[src/rtl/ex_pkg.sv]
// Shared types and constants for the EX-stage issue sequencer.
package ex_pkg;
  localparam int EX_OP_W   = 6;
  localparam int EX_DATA_W = 32;
  localparam int EX_RD_W   = 5;

  // Bit positions inside wb_flags = {err, con_met, zero, overflow}
  localparam int WB_FLAG_OVF  = 0;
  localparam int WB_FLAG_ZERO = 1;
  localparam int WB_FLAG_CON  = 2;
  localparam int WB_FLAG_ERR  = 3;

  typedef enum logic [2:0] {
    ST_IDLE,
    ST_DRIVE,
    ST_WAIT,
    ST_FLUSH,
    ST_HOLD
  } ex_seq_state_t;
endpackage

[src/rtl/ex_seq_counter.sv]
// Loadable down-counter; done while the count sits at zero.
module ex_seq_counter #(
  parameter int W = 5
) (
  input  logic         clk_i,
  input  logic         rst_ni,
  input  logic         load_i,
  input  logic [W-1:0] load_val_i,
  input  logic         en_i,
  output logic         done_o
);
  logic [W-1:0] cnt_q;

  // Load wins over decrement; count saturates at zero.
  always_ff @(posedge clk_i or negedge rst_ni) begin
    if (!rst_ni)                  cnt_q <= '0;
    else if (load_i)              cnt_q <= load_val_i;
    else if (en_i && cnt_q != '0) cnt_q <= cnt_q - 1'b1;
  end

  assign done_o = (cnt_q == '0);
endmodule

[src/rtl/ex_issue_sequencer.sv]
// EX-stage issue sequencer: holds operands for the ALU, waits for its
// ready (with a watchdog flush), and presents the result to writeback.
module ex_issue_sequencer
  import ex_pkg::*;
#(
  parameter int DAT_READY_CYCLES = 3,
  parameter int TIMEOUT_CYCLES   = 16
) (
  input  logic                 soc_clk,
  input  logic                 EX_reset_n,
  input  logic                 issue_valid,
  output logic                 issue_ready,
  input  logic [EX_DATA_W-1:0] issue_rs1,
  input  logic [EX_DATA_W-1:0] issue_rs2,
  input  logic [EX_DATA_W-1:0] issue_imm,
  input  logic [EX_OP_W-1:0]   issue_op,
  input  logic                 issue_use_imm,
  input  logic [EX_RD_W-1:0]   issue_rd,
  output logic [EX_DATA_W-1:0] alu_dat1,
  output logic [EX_DATA_W-1:0] alu_dat2,
  output logic [EX_OP_W-1:0]   alu_op,
  output logic                 alu_dat_ready,
  output logic                 alu_clear,
  input  logic                 alu_ready,
  input  logic                 alu_overflow,
  input  logic                 alu_zero,
  input  logic                 alu_con_met,
  input  logic                 alu_err,
  input  logic [EX_DATA_W-1:0] alu_out,
  output logic                 wb_valid,
  input  logic                 wb_ready,
  output logic [EX_DATA_W-1:0] wb_data,
  output logic [EX_RD_W-1:0]   wb_rd,
  output logic [3:0]           wb_flags,
  output logic                 wb_timeout,
  output logic                 busy
);
  localparam int CNT_MAX = (DAT_READY_CYCLES > TIMEOUT_CYCLES) ? DAT_READY_CYCLES : TIMEOUT_CYCLES;
  localparam int CNT_W   = $clog2(CNT_MAX + 1);
  localparam logic [CNT_W-1:0] DR_LOAD = CNT_W'(DAT_READY_CYCLES - 1);
  localparam logic [CNT_W-1:0] TO_LOAD = CNT_W'(TIMEOUT_CYCLES - 1);
  localparam logic [3:0]       FLUSH_FLAGS = 4'(1 << WB_FLAG_ERR);

  ex_seq_state_t        state_q;
  logic [EX_DATA_W-1:0] dat1_q, dat2_q, wb_data_q;
  logic [EX_OP_W-1:0]   op_q;
  logic [EX_RD_W-1:0]   rd_q, wb_rd_q;
  logic [3:0]           wb_flags_q;
  logic                 dat_rdy_q, flush_q, wb_valid_q, wb_to_q;

  logic             accept, capture, cnt_done, cnt_load, cnt_en;
  logic [CNT_W-1:0] cnt_load_val;

  assign accept  = issue_valid && (state_q == ST_IDLE);
  assign capture = alu_ready && (state_q == ST_DRIVE || state_q == ST_WAIT);

  // One counter serves both phases: reload for the DRIVE window on accept,
  // and for the watchdog when the window expires without an early ready.
  assign cnt_load     = accept || (state_q == ST_DRIVE && cnt_done && !alu_ready);
  assign cnt_load_val = accept ? DR_LOAD : TO_LOAD;
  assign cnt_en       = (state_q == ST_DRIVE) || (state_q == ST_WAIT);

  ex_seq_counter #(.W(CNT_W)) u_cnt (
    .clk_i      (soc_clk),
    .rst_ni     (EX_reset_n),
    .load_i     (cnt_load),
    .load_val_i (cnt_load_val),
    .en_i       (cnt_en),
    .done_o     (cnt_done)
  );

  // Sequencer FSM with its registered operand, result and control outputs.
  always_ff @(posedge soc_clk or negedge EX_reset_n) begin
    if (!EX_reset_n) begin
      state_q    <= ST_IDLE;
      dat1_q     <= '0;
      dat2_q     <= '0;
      op_q       <= '0;
      rd_q       <= '0;
      dat_rdy_q  <= 1'b0;
      flush_q    <= 1'b0;
      wb_valid_q <= 1'b0;
      wb_data_q  <= '0;
      wb_rd_q    <= '0;
      wb_flags_q <= '0;
      wb_to_q    <= 1'b0;
    end else begin
      if (capture) begin
        wb_data_q  <= alu_out;
        wb_flags_q <= {alu_err, alu_con_met, alu_zero, alu_overflow};
        wb_rd_q    <= rd_q;
        wb_to_q    <= 1'b0;
      end
      case (state_q)
        ST_IDLE: if (issue_valid) begin
          dat1_q    <= issue_rs1;
          dat2_q    <= issue_use_imm ? issue_imm : issue_rs2;
          op_q      <= issue_op;
          rd_q      <= issue_rd;
          dat_rdy_q <= 1'b1;
          state_q   <= ST_DRIVE;
        end
        ST_DRIVE: if (alu_ready) begin
          dat_rdy_q  <= 1'b0;
          wb_valid_q <= 1'b1;
          state_q    <= ST_HOLD;
        end else if (cnt_done) begin
          dat_rdy_q <= 1'b0;
          state_q   <= ST_WAIT;
        end
        // Ready in the last watchdog cycle still counts as a normal result.
        ST_WAIT: if (alu_ready) begin
          wb_valid_q <= 1'b1;
          state_q    <= ST_HOLD;
        end else if (cnt_done) begin
          flush_q <= 1'b1;
          state_q <= ST_FLUSH;
        end
        ST_FLUSH: begin
          flush_q    <= 1'b0;
          wb_valid_q <= 1'b1;
          wb_data_q  <= '0;
          wb_flags_q <= FLUSH_FLAGS;
          wb_rd_q    <= rd_q;
          wb_to_q    <= 1'b1;
          state_q    <= ST_HOLD;
        end
        ST_HOLD: if (wb_ready) begin
          wb_valid_q <= 1'b0;
          state_q    <= ST_IDLE;
        end
        default: state_q <= ST_IDLE;
      endcase
    end
  end

  assign issue_ready   = EX_reset_n && (state_q == ST_IDLE);
  assign busy          = (state_q != ST_IDLE);
  assign alu_clear     = !EX_reset_n || flush_q;
  assign alu_dat_ready = dat_rdy_q;
  assign alu_dat1      = dat1_q;
  assign alu_dat2      = dat2_q;
  assign alu_op        = op_q;
  assign wb_valid      = wb_valid_q;
  assign wb_data       = wb_data_q;
  assign wb_rd         = wb_rd_q;
  assign wb_flags      = wb_flags_q;
  assign wb_timeout    = wb_to_q;
endmodule

[config.mk]
export PLATFORM = sky130hd
export DESIGN_NAME = ex_issue_sequencer
export DESIGN_NICKNAME = d
export VERILOG_FILES = /design/src/rtl/ex_pkg.sv /design/src/rtl/ex_seq_counter.sv /design/src/rtl/ex_issue_sequencer.sv
export SDC_FILE = /design/constraint.sdc
export NUM_CORES = 1
export LEC_CHECK = 0
export BUFFER_PORTS_ARGS = -buffer_cell sky130_fd_sc_hd__buf_2
export CAP_MARGIN = 40
export CORE_MARGIN = 2
export CORE_UTILIZATION = 45
export DETAILED_ROUTE_END_ITERATION = 8
export MAX_ROUTING_LAYER = met4
export PLACE_DENSITY = 0.8
export SYNTH_ARGS = -nofsm -noshare
export SYNTH_HDL_FRONTEND = slang
export SYNTH_HIERARCHICAL = 1
export SYNTH_SLANG_ARGS = --single-unit
[constraint.sdc]
create_clock -name soc_clk -period 2.7 [get_ports soc_clk]
set_clock_uncertainty 0.15 [all_clocks]
set_input_delay 0.675 -clock soc_clk [delete_from_list [all_inputs] [get_ports soc_clk]]
set_output_delay 0.675 -clock soc_clk [all_outputs]
set_load 0.05 [all_outputs]
[Word level (Yosys, flattened, before mapping)]
Cells that the tools add are included.
Word-level totals
  logic and storage cells: 80
  register bits after elaboration: 128
  output and inout bits: 117
Operators by class
  reductions and logical operators: 26
  add/subtract/negate cells: 1
  eq/ne operators: 11
  multiplexer cells: 29
Operator list (count)
  $mux W32: 3
  $mux W5: 4
  $mux W3: 6
  $pmux W3 S5: 1
  $mux W4: 3
  $mux W1: 9
  $reduce_and A3 Y1: 3
  $ne A2 B2 Y1 const B: 4
  $reduce_bool A2 Y1: 4
  $eq A3 B2 Y1 const B: 2
  $logic_and A1 B1 Y1: 6
  $ne A3 B3 Y1 const B: 2
  $reduce_bool A3 Y1: 2
  $logic_not A5 Y1: 1
  $reduce_bool A5 Y1: 1
  $sub A5 B1 Y5 const B: 1
  $pmux W1 S2: 2
  $reduce_and A4 Y1: 1
  $eq A3 B1 Y1 const B: 1
  $eq A3 B3 Y1 const B: 1
  $logic_not A3 Y1: 1
  $logic_or A1 B1 Y1: 3
  $pmux W1 S3: 1
  $logic_not A1 Y1: 2
  3 further kinds: 3

[Logic depth before layout (Yosys ltp)]
  word-level depth: 5
  mapped depth: 10
  gate-level depth less buffers: 9

[By module]
Netlist, hierarchy kept.
By module, submodules not included
  ex_issue_sequencer: instances 1, sequential area each 3078.0 um^2, cells each 372, area an instance 4994.8 um^2
  ex_seq_counter: instances 1, sequential area each 125.1 um^2, cells each 32, area an instance 304.0 um^2

[Worst setup path after synthesis]
Ideal clock, no wire load.
  kind: register to register
  start: register u_cnt.cnt_q[0]
  end: register u_cnt.cnt_q[3]
  clock period less this slack: 2.355 ns
  path slack: 0.345 ns
  data arrival time: 2.084 ns
  buffers on the path: 1
  stages on the path, launching flop included: 11
  cells stage by stage: dfrtp_1 inv_1 ha_1 or4b_4 inv_1 nor2b_1 mux2i_1 nor3_1 clkbuf_1 nor2b_1 a21oi_2
Between the ends
  cells in the longest elaborated chain, start to end: 5
Ends and longest elaborated chain
  start: declaration: line ex_seq_counter.sv:12  | logic [W-1:0] cnt_q;
  start signal: assignment: line ex_seq_counter.sv:17  | else if (load_i) cnt_q <= load_val_i;
  start signal: assignment: line ex_seq_counter.sv:18  | else if (en_i && cnt_q != '0) cnt_q <= cnt_q - 1'b1;
  $logic_not A5 Y1 *: line ex_seq_counter.sv:21  | assign done_o = (cnt_q == '0);
  via cnt_done: line ex_issue_sequencer.sv:51  | logic accept, capture, cnt_done, cnt_load, cnt_en;
  $logic_and A1 B1 Y1 * (2 in a row): line ex_issue_sequencer.sv:59  | assign cnt_load = accept || (state_q == ST_DRIVE && cnt_done && !alu_ready);
  $logic_or A1 B1 Y1 *: line ex_issue_sequencer.sv:59
  via cnt_load: line ex_issue_sequencer.sv:51
  $mux W5 or $reduce_bool A2 Y1 (tied branches)
Mark *: on every way through the listed nets, which the timed path passes. The rest lies on a longest branch. The select of a mux whose other input is x is not followed.
A chain may end at the register's enable or synchronous reset.

[Worst setup path after layout]
  start: register state_q[0]
  end: output issue_ready
Between the ends
  cells in the longest elaborated chain, start to end: 2
Ends and longest elaborated chain
  start: declaration: line ex_issue_sequencer.sv:44  | ex_seq_state_t state_q;
  start signal: assignment: line ex_issue_sequencer.sv:75  | state_q <= ST_IDLE;
  start signal: assignment: line ex_issue_sequencer.sv:101  | state_q <= ST_DRIVE;
  start signal: assignment: line ex_issue_sequencer.sv:106  | state_q <= ST_HOLD;
  $logic_not A3 Y1: line ex_issue_sequencer.sv:137  | assign issue_ready = EX_reset_n && (state_q == ST_IDLE);
  $logic_and A1 B1 Y1: line ex_issue_sequencer.sv:137
  end: declaration: line ex_issue_sequencer.sv:12  | output logic issue_ready,
Every way passes these cells.

==> results.toml <==
[status]
status = "finished, final reports clean"

[timing]
fin_hold_ws_ns = 0.203
fmax_ghz = 0.397
finalHoldViolCount = 0
max_slew.worst_pin.slew_ns = 0.790
slew_headroom_pct = 47.2
fin_setup_tns_ns = 0
period_needed_ns = 2.52
drv_slew = 0
setup_violations = 0
rsz0062_at_grt = "false"
final.period_utilization_pct = 93.3

[synth]
syn_avg_cell_area_um2 = 13.1
yosysUniqueCellTypes = 40
synth-seq-cells = 128
synthCells = 404
yosys_warnings = 6
syn_area_um2 = 5300
synthesis.nets = 554
yosysSeqAreaShare_pct = 60.4

[final_layout]
multi_input_area_um2 = 1880
area_delta_synth_final_pct = 39.5
final_nets = 821
antenna_cells = 0
drive_gt1_share_pct = 52.9
nFillCells = 881
final_common_cell = "buf_2"
regArea_um2 = 3200
final_cell_mix = "buf_2 (264), dfrtp_1 (128), mux2_2 (42)"

[setup_path]
slowest_stage = "dfrtp_1"
path_cells = "nor3_2 > and2_1 > buf_2"
path_buf_inv = 1
end_kind = "output pin"
cp_max_fo = 13
timing.setup.critical_path_class = "reg -> out"
startpoint = "state_q[0]"
r2r_end = "u_cnt/cnt_q[3]"
ff2ff_path_depth = 10
reg2reg_from = "u_cnt/cnt_q[0]"
cp-start-kind = "register"
r2r_setup_slack_ns = 0.24
critPathArrivalTime_ns = 1.69
crit_path_max_incr_delay_ns = 0.56
crit_required_ns = 1.88
crit_family = "flip-flops"
crit_path_end = "issue_ready"
worst-path-stages = 3

[floorplan]
die_area_um2 = 12700
num_rows = 39
start_util_pct = 46.2
io_pins = 266
core_area_um2 = 11500
die_w_um = 113
fp.dieH_um = 113

[detailed_routing]
antenna_left = 0
num_vias = 4223
vias_per_cell = 5.11
first_pass_iters = 4
totalWireLength_um = 12600
drc_errors = 0
wl_per_cell_um = 15.3
drt-initial-drc-count = 255

[grt]
first_global_vias = 4268
overflow = 0
grt_pass1_wl_um = 20500
grt_max_degree = 56
grt_use_total_pct = 20.6
antenna_found_initial = 0

[clock_network]
root_buffer = "clkbuf_16"
insertion_delay_ns = 0.40
cts_made_buffers = 17
cts_tree = "yes"
cts-htree-levels = 4
ctsHoldBuffers = 0
clkSinkCount = 128
path_clk_slew_ns = 0.05
max-clock-path-buffers = 2

[place]
dpl.hpwl_um = 9440
gp_congestion = 0.835
port_buffers = 265

[flow_run]
cap_viol_max_count = 0

[power_and_ir_drop]
powerDensity_nw_per_um2 = 1590
p_leak_nw = 3.76
vdd_ir_drop_max_v = 0.00105

[worst_hold_path]
hp-class = "in -> async"
## through the flow
step / worst slack, ns / area, um^2 / total power [mW] / util [%] / std cells
5_1_grt: 0.0966 / 7390 / 12.3 / 64.5 / 827
3_5_place_dp: 0.274 / 6730 / 9.27 / 58.7 / 795
6_report: 0.181 / 7390 / 11.7 / 64.5 / 827
3_3_place_gp: 0.374 / 6710 / 9.09 / 58.5 / 794
4_1_cts: 0.0728 / 7390 / 11.8 / 64.4 / 827
2_1_floorplan: 0.345 / 5300 / 7.89 / - / 404
## synthesized netlist by cell type (all sizes together)
cell	instances	share of area [%]
a21oi	42	4.0
a221oi	1	0.17
a22o	35	5.8
a31oi	2	0.24
and2	1	0.12
and3	2	0.33
buf	25	3.5
clkbuf	2	0.14
conb	2	0.14
dfrtp	128	60
ha	1	0.24
inv	8	0.57
maj3	1	0.21
mux2	48	10
mux2i	33	6.2
nand2	6	0.47
nand2b	3	0.35
nand3	1	0.094
nor2	38	2.8
nor2b	5	0.59
nor3	4	0.38
nor4b	2	0.45
o21ai	4	0.38
o2bb2ai	1	0.17
o31a	1	0.17
o31ai	3	0.52
or3	2	0.24
or4b	2	0.45
xnor2	1	0.31
## where the power goes
group	internal, mW	switching (mW)
clock	1.65	0.846
sequential	2.85	0.556
combinational	1.59	4.22
total	6.09	5.63
## logic make-up after synthesis
logic type | count (synthesis) | share of synthesized area [%]
XOR/XNOR | 1 | 0.307
AND/OR/NAND/NOR | 66 | 6.30
AO/OA/AOI/OAI | 89 | 11.5
flip-flops | 128 | 60.4
adder cells (fa/ha/maj) | 2 | 0.449
other | 2 | 0.142
multiplexers | 81 | 16.6
buffers and inverters | 35 | 4.25
## how the worst min path moves through the flow
stage	to	slack (ns)
2_1_floorplan	alu_dat1[0]	0.23
3_3_place_gp	alu_dat1[1]	0.32
3_5_place_dp	wb_data[15]	0.33
4_1_cts	flush_q	0.21
5_1_grt	flush_q	0.24
6_report	flush_q	0.20
## layout make-up
| cell class | instances | share of cell area, % |
|---|---|---|
| multi-input cells | 241 | 25.5 |
| clock inverters | 15 | 3.08 |
| flip-flops and latches | 128 | 43.3 |
| clock buffers | 17 | 5.76 |
| well taps | 143 | 2.42 |
| inverters | 8 | 0.406 |
| repair buffers | 275 | 19.5 |
## layer usage
layer	track usage (%)	vias to the layer above	share of wire (%)
li1	-	1976	-
met1	23.4	2066	38
met2	35.9	163	54
met3	5.24	18	6.4
met4	6.75	0	1.8
met5	-	-	0
## what timing repair did
action                                  4_1_cts  5_1_grt
hold endpoints to repair                      0        0
endpoints found under the setup margin        0        1
setup buffers                                 0        0
resized for setup                             0        1
## sequential cells by signal, indices dropped and copies added, names as in the netlist
signal and count:
wb_rd 5, flush_q 1, rd_q 5, alu_dat2 32, u_cnt/cnt_q 5, wb_flags 4
wb_data 32, alu_dat1 32, alu_dat_ready 1, wb_valid 1, state_q 3, alu_op 6
wb_timeout 1
Power figures use the tool's default switching activity.
